$ cat src/rtl/stage_sequencer_pkg.sv
// -----------------------------------------------------------------------------
// stage_sequencer_pkg
//
// Shared definitions for the multi-phase CPU stage sequencer:
//   - seq_state_e : sequencer state encoding (IDLE, RUN, HALTED)
//   - STG_*       : default stage index for each classic CPU stage. Stage 0
//                   is always instruction fetch and is where every
//                   instruction starts.
// -----------------------------------------------------------------------------
package stage_sequencer_pkg;

    typedef enum logic [1:0] {
        SEQ_IDLE   = 2'd0,
        SEQ_RUN    = 2'd1,
        SEQ_HALTED = 2'd2
    } seq_state_e;

    // Default stage positions for the five-stage datapath.
    localparam int unsigned STG_IF  = 0;
    localparam int unsigned STG_ID  = 1;
    localparam int unsigned STG_EX  = 2;
    localparam int unsigned STG_MEM = 3;
    localparam int unsigned STG_WB  = 4;

endpackage : stage_sequencer_pkg

$ cat src/rtl/stage_sequencer_seq_next_stage.sv
// -----------------------------------------------------------------------------
// seq_next_stage
//
// Purely combinational successor lookup for the stage sequencer. Given the
// current stage and the skip mask of the instruction in flight, it returns
// the lowest stage above the current one that is not skipped. When every
// higher stage is skipped (or none exists), the current stage is the final
// stage of the instruction: is_last is raised and next_idx wraps to 0.
//
// Ports:
//   stage_idx  in   STAGE_W     current stage index
//   skip_mask  in   NUM_STAGES  stages skipped by this instruction (bit 0
//                               can never be a successor, so it has no effect)
//   next_idx   out  STAGE_W     stage to enter after the current one commits
//   is_last    out  1           current stage is the final executed stage
// -----------------------------------------------------------------------------
module seq_next_stage #(
    parameter int NUM_STAGES = 5,
    parameter int STAGE_W    = $clog2(NUM_STAGES)
) (
    input  logic [STAGE_W-1:0]    stage_idx,
    input  logic [NUM_STAGES-1:0] skip_mask,
    output logic [STAGE_W-1:0]    next_idx,
    output logic                  is_last
);

    // Scan from the top down so the last hit, i.e. the lowest qualifying
    // stage, is the one that sticks. Stage 0 is never above the current
    // stage, so its skip bit is naturally ignored.
    always_comb begin
        // NOTE: every output of a combinational block gets a default before
        // any conditional assignment, otherwise a latch is inferred.
        next_idx = '0;
        is_last  = 1'b1;
        for (int k = NUM_STAGES - 1; k >= 0; k--) begin
            if ((k > int'(stage_idx)) && !skip_mask[k]) begin
                next_idx = STAGE_W'(k);
                is_last  = 1'b0;
            end
        end
    end

endmodule : seq_next_stage

$ cat src/rtl/stage_sequencer.sv
// -----------------------------------------------------------------------------
// stage_sequencer
//
// Drives the multi-phase CPU datapath with per-stage activity levels and
// commit strobes instead of derived stage clocks. Every register owned by
// stage k uses stage_commit[k] as its enable.
//
// Instruction flow: stages run in index order starting at stage 0. A stage
// commits when it is active, its stage_ready bit is high and neither stall
// nor flush is asserted. After a commit the sequencer moves to the lowest
// higher stage not marked in skip_mask (sampled at that commit); when none
// remains the instruction retires and the sequencer returns to stage 0, or
// parks in HALTED if halt is high at that retiring commit. flush abandons
// the instruction in flight and restarts at stage 0 without a commit.
//
// Parameters:
//   NUM_STAGES  number of stages (2..16), index 0 = instruction fetch
//   STAGE_W     width of stage_idx
//   CNT_W       width of the performance counters
//
// Ports:
//   clk           in   1           system clock
//   rst           in   1           asynchronous active-low reset
//   stall         in   1           hold the current stage, no commit
//   flush         in   1           abandon instruction, restart at stage 0
//   halt          in   1           park at the next instruction boundary
//   stage_ready   in   NUM_STAGES  stage k may complete this cycle
//   skip_mask     in   NUM_STAGES  stages skipped by the current instruction
//   stage_idx     out  STAGE_W     current stage index (registered)
//   stage_act     out  NUM_STAGES  one-hot, high while in that stage (registered)
//   stage_commit  out  NUM_STAGES  one-hot pulse, stage completes this cycle
//   inst_retire   out  1           final executed stage commits this cycle
//   halted        out  1           sequencer parked in HALTED (registered)
//   retired_cnt   out  CNT_W       retired instruction count
//   stall_cnt     out  CNT_W       RUN cycles without commit or flush
//
// Build option:
//   STAGE_SEQUENCER_PERF_CNT_EN  when defined, retired_cnt and stall_cnt are
//   saturating counters cleared only by reset; otherwise both ports are tied
//   to zero and no counter registers exist.
// -----------------------------------------------------------------------------
module stage_sequencer
    import stage_sequencer_pkg::*;
#(
    parameter int NUM_STAGES = 5,
    parameter int STAGE_W    = $clog2(NUM_STAGES),
    parameter int CNT_W      = 32
) (
    input  logic                  clk,
    input  logic                  rst,
    input  logic                  stall,
    input  logic                  flush,
    input  logic                  halt,
    input  logic [NUM_STAGES-1:0] stage_ready,
    input  logic [NUM_STAGES-1:0] skip_mask,
    output logic [STAGE_W-1:0]    stage_idx,
    output logic [NUM_STAGES-1:0] stage_act,
    output logic [NUM_STAGES-1:0] stage_commit,
    output logic                  inst_retire,
    output logic                  halted,
    output logic [CNT_W-1:0]      retired_cnt,
    output logic [CNT_W-1:0]      stall_cnt
);

    localparam logic [STAGE_W-1:0] FIRST_STAGE = STAGE_W'(STG_IF);

    seq_state_e            state_q;
    seq_state_e            state_d;
    logic                  idle_armed_q;
    logic                  idle_armed_d;
    logic [STAGE_W-1:0]    idx_d;
    logic [NUM_STAGES-1:0] act_d;
    logic                  halted_d;

    logic [STAGE_W-1:0]    next_idx;
    logic                  is_last;
    logic                  any_commit;

    // -------------------------------------------------------------------------
    // Successor lookup for the stage currently active
    // -------------------------------------------------------------------------
    seq_next_stage #(
        .NUM_STAGES (NUM_STAGES),
        .STAGE_W    (STAGE_W)
    ) u_next_stage (
        .stage_idx  (stage_idx),
        .skip_mask  (skip_mask),
        .next_idx   (next_idx),
        .is_last    (is_last)
    );

    // -------------------------------------------------------------------------
    // Commit and retire strobes
    // -------------------------------------------------------------------------
    // stage_act is all-zero outside RUN and is cleared asynchronously by
    // reset, so no explicit state qualification is needed: a commit can only
    // happen in RUN, and a reset mid-instruction kills the strobe at once.
    assign stage_commit = stage_act & stage_ready & {NUM_STAGES{~stall & ~flush}};
    assign any_commit   = |stage_commit;
    assign inst_retire  = any_commit & is_last;

    // -------------------------------------------------------------------------
    // Next-state logic
    // -------------------------------------------------------------------------
    always_comb begin
        state_d      = state_q;
        idle_armed_d = idle_armed_q;
        idx_d        = stage_idx;

        unique case (state_q)
            // IDLE lasts one full cycle after the first edge following reset
            // release, so stage 0 becomes active on the second edge.
            SEQ_IDLE: begin
                idle_armed_d = 1'b1;
                if (idle_armed_q) begin
                    state_d = SEQ_RUN;
                    idx_d   = FIRST_STAGE;
                end
            end

            SEQ_RUN: begin
                if (flush) begin
                    // Flush outranks stall and halt; halt is looked at again
                    // at the next instruction boundary.
                    idx_d = FIRST_STAGE;
                end else if (any_commit) begin
                    if (is_last) begin
                        idx_d = FIRST_STAGE;
                        if (halt) begin
                            state_d = SEQ_HALTED;
                        end
                    end else begin
                        idx_d = next_idx;
                    end
                end
            end

            SEQ_HALTED: begin
                if (!halt) begin
                    state_d = SEQ_RUN;
                    idx_d   = FIRST_STAGE;
                end
            end

            default: begin
                state_d = SEQ_IDLE;
                idx_d   = FIRST_STAGE;
            end
        endcase

        // Registered outputs are decoded from the next state so they change
        // together with the state register.
        act_d = '0;
        if (state_d == SEQ_RUN) begin
            act_d[idx_d] = 1'b1;
        end
        halted_d = (state_d == SEQ_HALTED);
    end

    // -------------------------------------------------------------------------
    // State and registered outputs
    // -------------------------------------------------------------------------
    always_ff @(posedge clk or negedge rst) begin
        if (!rst) begin
            state_q      <= SEQ_IDLE;
            idle_armed_q <= 1'b0;
            stage_idx    <= FIRST_STAGE;
            stage_act    <= '0;
            halted       <= 1'b0;
        end else begin
            // NOTE: sequential state is updated with non-blocking assignments
            // so every register samples the pre-edge values of the others.
            state_q      <= state_d;
            idle_armed_q <= idle_armed_d;
            stage_idx    <= idx_d;
            stage_act    <= act_d;
            halted       <= halted_d;
        end
    end

    // -------------------------------------------------------------------------
    // Performance counters
    // -------------------------------------------------------------------------
`ifdef STAGE_SEQUENCER_PERF_CNT_EN
    logic             stall_cycle;
    logic [CNT_W-1:0] retired_q;
    logic [CNT_W-1:0] stall_q;

    // A flushed cycle is not a stall: the stage is abandoned, not waiting.
    assign stall_cycle = (state_q == SEQ_RUN) & ~any_commit & ~flush;

    always_ff @(posedge clk or negedge rst) begin
        if (!rst) begin
            retired_q <= '0;
            stall_q   <= '0;
        end else begin
            if (inst_retire && (retired_q != '1)) begin
                retired_q <= retired_q + CNT_W'(1);
            end
            if (stall_cycle && (stall_q != '1)) begin
                stall_q <= stall_q + CNT_W'(1);
            end
        end
    end

    assign retired_cnt = retired_q;
    assign stall_cnt   = stall_q;
`else
    assign retired_cnt = '0;
    assign stall_cnt   = '0;
`endif

endmodule : stage_sequencer

$ cat config.mk
export PLATFORM = sky130hd
export DESIGN_NAME = stage_sequencer
export DESIGN_NICKNAME = d
export VERILOG_FILES = /design/src/rtl/stage_sequencer_pkg.sv /design/src/rtl/stage_sequencer_seq_next_stage.sv /design/src/rtl/stage_sequencer.sv
export SDC_FILE = /design/constraint.sdc
export NUM_CORES = 1
export LEC_CHECK = 0
export ABC_AREA = 1
export CAP_MARGIN = 40
export CORE_ASPECT_RATIO = 0.6
export CORE_MARGIN = 2
export CORE_UTILIZATION = 35
export CTS_CLUSTER_DIAMETER = 80
export DETAILED_ROUTE_END_ITERATION = 10
export GPL_TIMING_DRIVEN = 0
export MAX_ROUTING_LAYER = met4
export PLACE_DENSITY = 0.81
export RECOVER_POWER = 25
export SLEW_MARGIN = 40
export SYNTH_ARGS = -nofsm -noshare
export SYNTH_HDL_FRONTEND = slang
export SYNTH_HIERARCHICAL = 1
export SYNTH_SLANG_ARGS = --single-unit
$ cat constraint.sdc
create_clock -name clk -period 1.7 [get_ports clk]
set_input_delay 0.34 -clock clk [delete_from_list [all_inputs] [get_ports clk]]
set_output_delay 0.34 -clock clk [all_outputs]
set_load 0.01 [all_outputs]
==> flow_metrics.env, run 1 <==
export IMPL_status="completed"
export IMPL_area_delta_synth_final_pct=60.96
export IMPL_yosysSeqAreaShare_pct=22.68
export IMPL_grt_pass1_vias=975
export IMPL_max_stage_delay_ns=0.44
export IMPL_design_area_sq_um=2131
export IMPL_crit_path_end_kind="output pin"
export IMPL_cp_top_family="flip-flops"
export IMPL_hold_viol_final=0
export IMPL_synth_cells=188
export IMPL_final_core_util_pct=58.58
export IMPL_preCtsSetupSlack_ns=-0.6345
export IMPL_tns_ns=0
export IMPL_dpl_cell_area_sq_um=1899
export IMPL_numPortBuffers=28
export IMPL_holdWs_ns=0.5112
export IMPL_clock_fmax_mhz=589.5
export IMPL_cts_root_buf="clkbuf_8"
export IMPL_die_h_microns=51.64
export IMPL_cpMaxStageDelayCell="dfrtp_2"
export IMPL_core_sq_um=3637
export IMPL_max_cap_violations=0
export IMPL_vias=1200
export IMPL_gp_congestion=0.8310
export IMPL_finalCriticalPeriod_ns=1.696
export IMPL_holdBufCountCts=0
export IMPL_worstReg2RegStart="stage_idx[2]"
export IMPL_drive_above_1_share_pct=46.08
export IMPL_row_count=17
export IMPL_cp_start_kind="flip-flop"
export IMPL_min_path_type="in2async"
export IMPL_path_common_cell="nor2_4"
export IMPL_syn_area_sq_um=1324
export IMPL_cts_tree="done"
export IMPL_dp_hpwl_microns=2353
export IMPL_cp_num_buf_inv=3
export IMPL_period_share_pct=99.78
export IMPL_clock_skew_ns=0.001686
export IMPL_track_usage_pct=12.42
export IMPL_clock_latency_ns=0.24
export IMPL_clockBufferDepth=2
export IMPL_wire_per_inst_microns=8.768
export IMPL_die_w_microns=83.40
export IMPL_start_util_pct=36.39
export IMPL_required_ns=1.36
export IMPL_setup_viol=0
export IMPL_antenna_cells=0
export IMPL_cts_sinks=12
export IMPL_ir_worst_vdd_uv=559.4
export IMPL_p_total_mw=1.396
export IMPL_relSlewSlack_pct=65.62
export IMPL_htreeDepth=1
export IMPL_cp_arrival_ns=1.36
export IMPL_pin_count=94
export IMPL_tightest_slew_ns=0.5140
export IMPL_rsz0062_at_grt="true"
export IMPL_synth_cell_types=21
export IMPL_dp_cells=326
export IMPL_power_per_cell_area_nw_per_um2=655.1
export IMPL_ys_ff_latch=12
export IMPL_synth_avg_cell_area_sq_um=7.041
export IMPL_drv_slew=0
export IMPL_grt_overflow=0
export IMPL_crit_chain="buf_6 -> nor2_4 -> nand2_2 -> nand2_4 -> nor2_4 -> inv_2 -> nor2_1 -> buf_2"
export IMPL_antenna_found_initial=0
export IMPL_yosys_warnings=6
export IMPL_vias_per_cell=3.529
export IMPL_worstSetupStartpoint="stage_idx[2]"
export IMPL_final_cells=340
export IMPL_ant_nets=0
export IMPL_grt_pass1_wl_microns=4167
export IMPL_setup_slack_ns=0.003759
export IMPL_critPathKind="reg2out"
export IMPL_numCtsBuffers=3
export IMPL_fin_nets=309
export IMPL_drt_wl_total_microns=2981
export IMPL_clk_pin_slew_worst_paths_ns=0.05
export IMPL_dieArea_sq_um=4306
export IMPL_first_pass_iters=4
export IMPL_cp_max_fo=4
export IMPL_leakagePower_nw=1.347
export IMPL_drc=0
export IMPL_grt_max_degree=13
export IMPL_drt_first_iter_violations=23
-- synthesized netlist by cell type --
cell / number / share of area, %
a21oi_1: 1 / 0.38
a21oi_2: 1 / 0.66
buf_4: 64 / 36
conb_1: 1 / 0.28
dfrtp_1: 12 / 23
inv_1: 24 / 6.8
inv_2: 6 / 1.7
nand2_1: 27 / 7.7
nand2_2: 8 / 3.8
nand2_4: 1 / 0.85
nand3_1: 5 / 1.9
nand3_4: 1 / 1.3
nor2_1: 18 / 5.1
nor2_2: 7 / 3.3
nor2_4: 2 / 1.7
nor3_1: 2 / 0.76
o21ai_1: 1 / 0.38
o21ai_2: 3 / 2.0
o21bai_2: 1 / 0.85
o31ai_1: 2 / 1.1
or2_2: 1 / 0.47
-- area by class of cell --
type | count | area (sq um)
timing repair buffer | 38 | 361.6
multi-input combinational | 145 | 760.7
fill | 323 | 1506
tap | 47 | 58.81
clock buffer | 4 | 55.05
inverter | 30 | 112.6
buffer | 64 | 480.5
sequential | 12 | 301.5
-- worst reg2reg max path: stages (launching register included) --
cell and delay [ns]:
dfrtp_2 0.44, buf_6 0.14, nor2_4 0.09, nand2_2 0.07, nand2_4 0.08, nor2_4 0.04, buf_4 0.13, nor2_1 0.09
nor2_1 0.06, nor2_2 0.15, nor2_2 0.07, nand2_2 0.09, nor2_2 0.04
-- where the power goes --
group          internal (mW)  switching (mW)
Sequential             0.334          0.0477
Clock                  0.204           0.101
Combinational          0.333           0.377
Total                  0.871           0.525
-- path summary, 6_finish.rpt --
kind                            slack [ns]  cells after the start            to
worst max-delay path                 0.004                      8   inst_retire
worst min-delay path                  0.51                      1    state_q[0]
worst max register to register        0.10                     12  stage_act[0]
worst min register to register        0.53                      1  idle_armed_q
max in group asynchronous             0.82                      1  stage_idx[2]
min in group clk                      0.53                      1  idle_armed_q
-- flip-flops by register name, summed over array words and instances, names as in the netlist --
| name | flops |
|---|---|
| state_q | 2 |
| stage_idx | 3 |
| halted | 1 |
| idle_armed_q | 1 |
| stage_act | 5 |
-- routing by layer --
metal  routed length, microns  track usage (%)
met2                     1516            21.37
met3                      158            2.698
met4                       10            1.639
met1                     1294            15.73
met5                        0                -
-- placed cells by master (no fill, tap or decap), types with 9 or more instances in the layout --
cell / instances
nand2_1: 18
inv_2: 9
nor2_2: 12
clkdlybuf4s50_1: 12
nor2_1: 9
nand2_2: 16
buf_4: 72
conb_1: 64
inv_1: 21
dfrtp_1: 11
-- what timing repair did --
| action | CTS | global route |
|---|---|---|
| endpoints found under the setup margin | 11 | 7 |
| pin swaps | 7 | 19 |
| setup buffers | 5 | 6 |
| cloned | 0 | 0 |
| resized for setup | 22 | 31 |
-- cell families after synthesis --
kind of cell	synth area share, %
flip-flops	22.68
AND/OR/NAND/NOR	26.84
buffers and inverters	44.80
other	0.2833
AO/OA/AOI/OAI	5.387
Power figures use the tool's default switching activity.
==> run 2: changes to the inputs <==
--- a/config.mk
+++ b/config.mk
@@ -7,14 +7,16 @@
 export LEC_CHECK = 0
 export ABC_AREA = 1
 export CAP_MARGIN = 40
+export CELL_PAD_IN_SITES_DETAIL_PLACEMENT = 1
+export CELL_PAD_IN_SITES_GLOBAL_PLACEMENT = 1
 export CORE_ASPECT_RATIO = 0.6
 export CORE_MARGIN = 2
-export CORE_UTILIZATION = 35
+export CORE_UTILIZATION = 23
 export CTS_CLUSTER_DIAMETER = 80
 export DETAILED_ROUTE_END_ITERATION = 10
 export GPL_TIMING_DRIVEN = 0
 export MAX_ROUTING_LAYER = met4
-export PLACE_DENSITY = 0.81
+export PLACE_DENSITY_LB_ADDON = 0.1
 export RECOVER_POWER = 25
 export SLEW_MARGIN = 40
 export SYNTH_ARGS = -nofsm -noshare
==> run 2 against run 1 <==
  * The run now ends with negative setup slack left
  * Via count up 1.3%
  * Clock skew up 0.0013 ns
  * Global-route usage shrank 2.3 points
  * First-iteration DRC count down 48%
  * Critical path depth did not move
  * Critical endpoint unchanged
==> flow_metrics.env, run 2 (same netlist as run 1, synthesis figures left out) <==
export IMPL_required_ns=1.36
export IMPL_clock_skew_ns=0.002950
export IMPL_worstSetupStartpoint="stage_ready[4]"
export IMPL_cts_tree="done"
export IMPL_final_cells=376
export IMPL_crit_path_end_kind="output pin"
export IMPL_numCtsBuffers=3
export IMPL_clockBufferDepth=2
export IMPL_drc=0
export IMPL_worstReg2RegStart="stage_idx[2]"
export IMPL_holdBufCountCts=0
export IMPL_track_usage_pct=10.11
export IMPL_ir_worst_vdd_uv=450.5
export IMPL_cp_num_buf_inv=3
export IMPL_relSlewSlack_pct=60.72
export IMPL_start_util_pct=23.76
export IMPL_top_layer_used="met4"
export IMPL_numPortBuffers=28
export IMPL_p_total_mw=1.422
export IMPL_setup_slack_ns=-0.03157
export IMPL_grt_pass1_wl_microns=5043
export IMPL_final_core_util_pct=39.20
export IMPL_cp_arrival_ns=1.39
export IMPL_fin_nets=312
export IMPL_htreeDepth=1
export IMPL_hold_viol_final=0
export IMPL_regMostFlops="stage_act"
export IMPL_tns_ns=-0.03157
export IMPL_crit_chain="clkdlybuf4s50_1 -> nand2_2 -> inv_2 -> nand2_4 -> nand3_4 -> nor2_4 -> nor2_2 -> buf_2"
export IMPL_max_cap_violations=0
export IMPL_final_common_cell="buf_4"
export IMPL_critPathKind="in2out"
export IMPL_clk_pin_slew_worst_paths_ns=0.06
export IMPL_gp_congestion=0.8156
export IMPL_pin_count=94
export IMPL_antenna_found_initial=0
export IMPL_finalCriticalPeriod_ns=1.732
export IMPL_failed_checks="negative setup slack"
export IMPL_dr_wl_met2_microns=1417
export IMPL_vias_per_cell=3.231
export IMPL_min_path_type="in2async"
export IMPL_dieArea_sq_um=6398
export IMPL_dp_hpwl_microns=2843
export IMPL_leakagePower_nw=1.323
export IMPL_antenna_cells=0
export IMPL_wire_per_inst_microns=8.814
export IMPL_wl_met3_microns=238
export IMPL_clock_latency_ns=0.24
export IMPL_cts_sinks=12
export IMPL_cpMaxStageDelayCell="clkdlybuf4s50_1"
export IMPL_setup_viol=1
export IMPL_largest_reg_flops=5
export IMPL_mostFrequentLayoutCells="buf_4 (74), conb_1 (64), nand2_1 (20)"
export IMPL_drt_met1_wl_microns=1642
export IMPL_ant_nets=0
export IMPL_clock_fmax_mhz=577.5
export IMPL_period_share_pct=101.9
export IMPL_holdWs_ns=0.5367
export IMPL_row_count=21
export IMPL_die_w_microns=101.9
export IMPL_first_pass_iters=3
export IMPL_drt_first_iter_violations=12
export IMPL_drive_above_1_share_pct=46.28
export IMPL_rsz0062_at_grt="true"
export IMPL_grt_pass1_vias=1099
export IMPL_vias=1215
export IMPL_dp_cells=359
export IMPL_grt_max_degree=13
export IMPL_grt_overflow=0
export IMPL_power_per_cell_area_nw_per_um2=651.3
export IMPL_max_stage_delay_ns=0.43
export IMPL_cp_start_kind="input port"
export IMPL_cts_root_buf="clkbuf_8"
export IMPL_status="complete, but fails checks"
export IMPL_cp_max_fo=4
export IMPL_area_delta_synth_final_pct=64.93
export IMPL_top_regs="stage_act (5), stage_idx (3), state_q (2)"
export IMPL_drt_wl_total_microns=3314
export IMPL_die_h_microns=62.77
export IMPL_drv_slew=0
export IMPL_cp_top_family="buffers and inverters"
export IMPL_tightest_slew_ns=0.5872
export IMPL_core_sq_um=5570
## run 2: changes by cell type in the layout (fill, tap and decap cells not counted), moves of 2 or more
cell and delta:
nor2_1 +2, o21ai_2 +2, clkdlybuf4s50_1 +3, clkdlybuf4s15_1 +3, dlygate4sd2_1 -2, nand2_2 -4
dlymetal6s2s_1 -4, buf_4 +2, nand2_1 +2, inv_1 -2, inv_2 +2, nand2_4 +2
## run 2: area by class of cell
cell class / count / area (sq um)
inverter: 30 / 112.6
clock buffer: 4 / 55.05
fill: 748 / 3387
sequential: 12 / 301.5
timing repair buffer: 41 / 380.4
buffer: 64 / 480.5
multi-input combinational: 145 / 753.2
tap: 80 / 100.1
## run 2: power by group
group | switching, mW | internal, mW
combinational | 0.376 | 0.346
sequential | 0.0487 | 0.333
clock | 0.113 | 0.205
total | 0.537 | 0.885
## run 2: what timing repair did
item	4_1_cts	5_1_grt
endpoints found under the setup margin	14	11
hold endpoints to repair	0	0
pin swaps	12	16
setup buffers	8	5
gates resized for setup	27	26
## run 2: worst paths after layout
| check | slack [ns] | to | depth (start not counted) |
|---|---|---|---|
| max reg2reg | 0.04 | stage_act[2] | 12 |
| max in group asynchronous | 0.75 | stage_idx[2] | 1 |
| min reg2reg | 0.54 | idle_armed_q | 1 |
| min | 0.54 | stage_act[2] | 1 |
| max | -0.03 | inst_retire | 8 |
| min in group clk | 0.54 | idle_armed_q | 1 |
## run 2: stage by stage
step | instance area, sq um | setup slack [ns]
after floorplan | 1560 | 0.1314
after global placement | 1941 | -0.7039
after detailed placement | 1941 | -0.6836
after CTS | 2071 | -0.007398
after global routing | 2183 | -0.1050
final | 2183 | -0.03157
## run 2: metal layers
metal	up-vias	global-route usage (%)
met5	-	-
met2	43	14.31
li1	650	-
met3	2	1.902
met1	520	14.72
met4	0	2.500
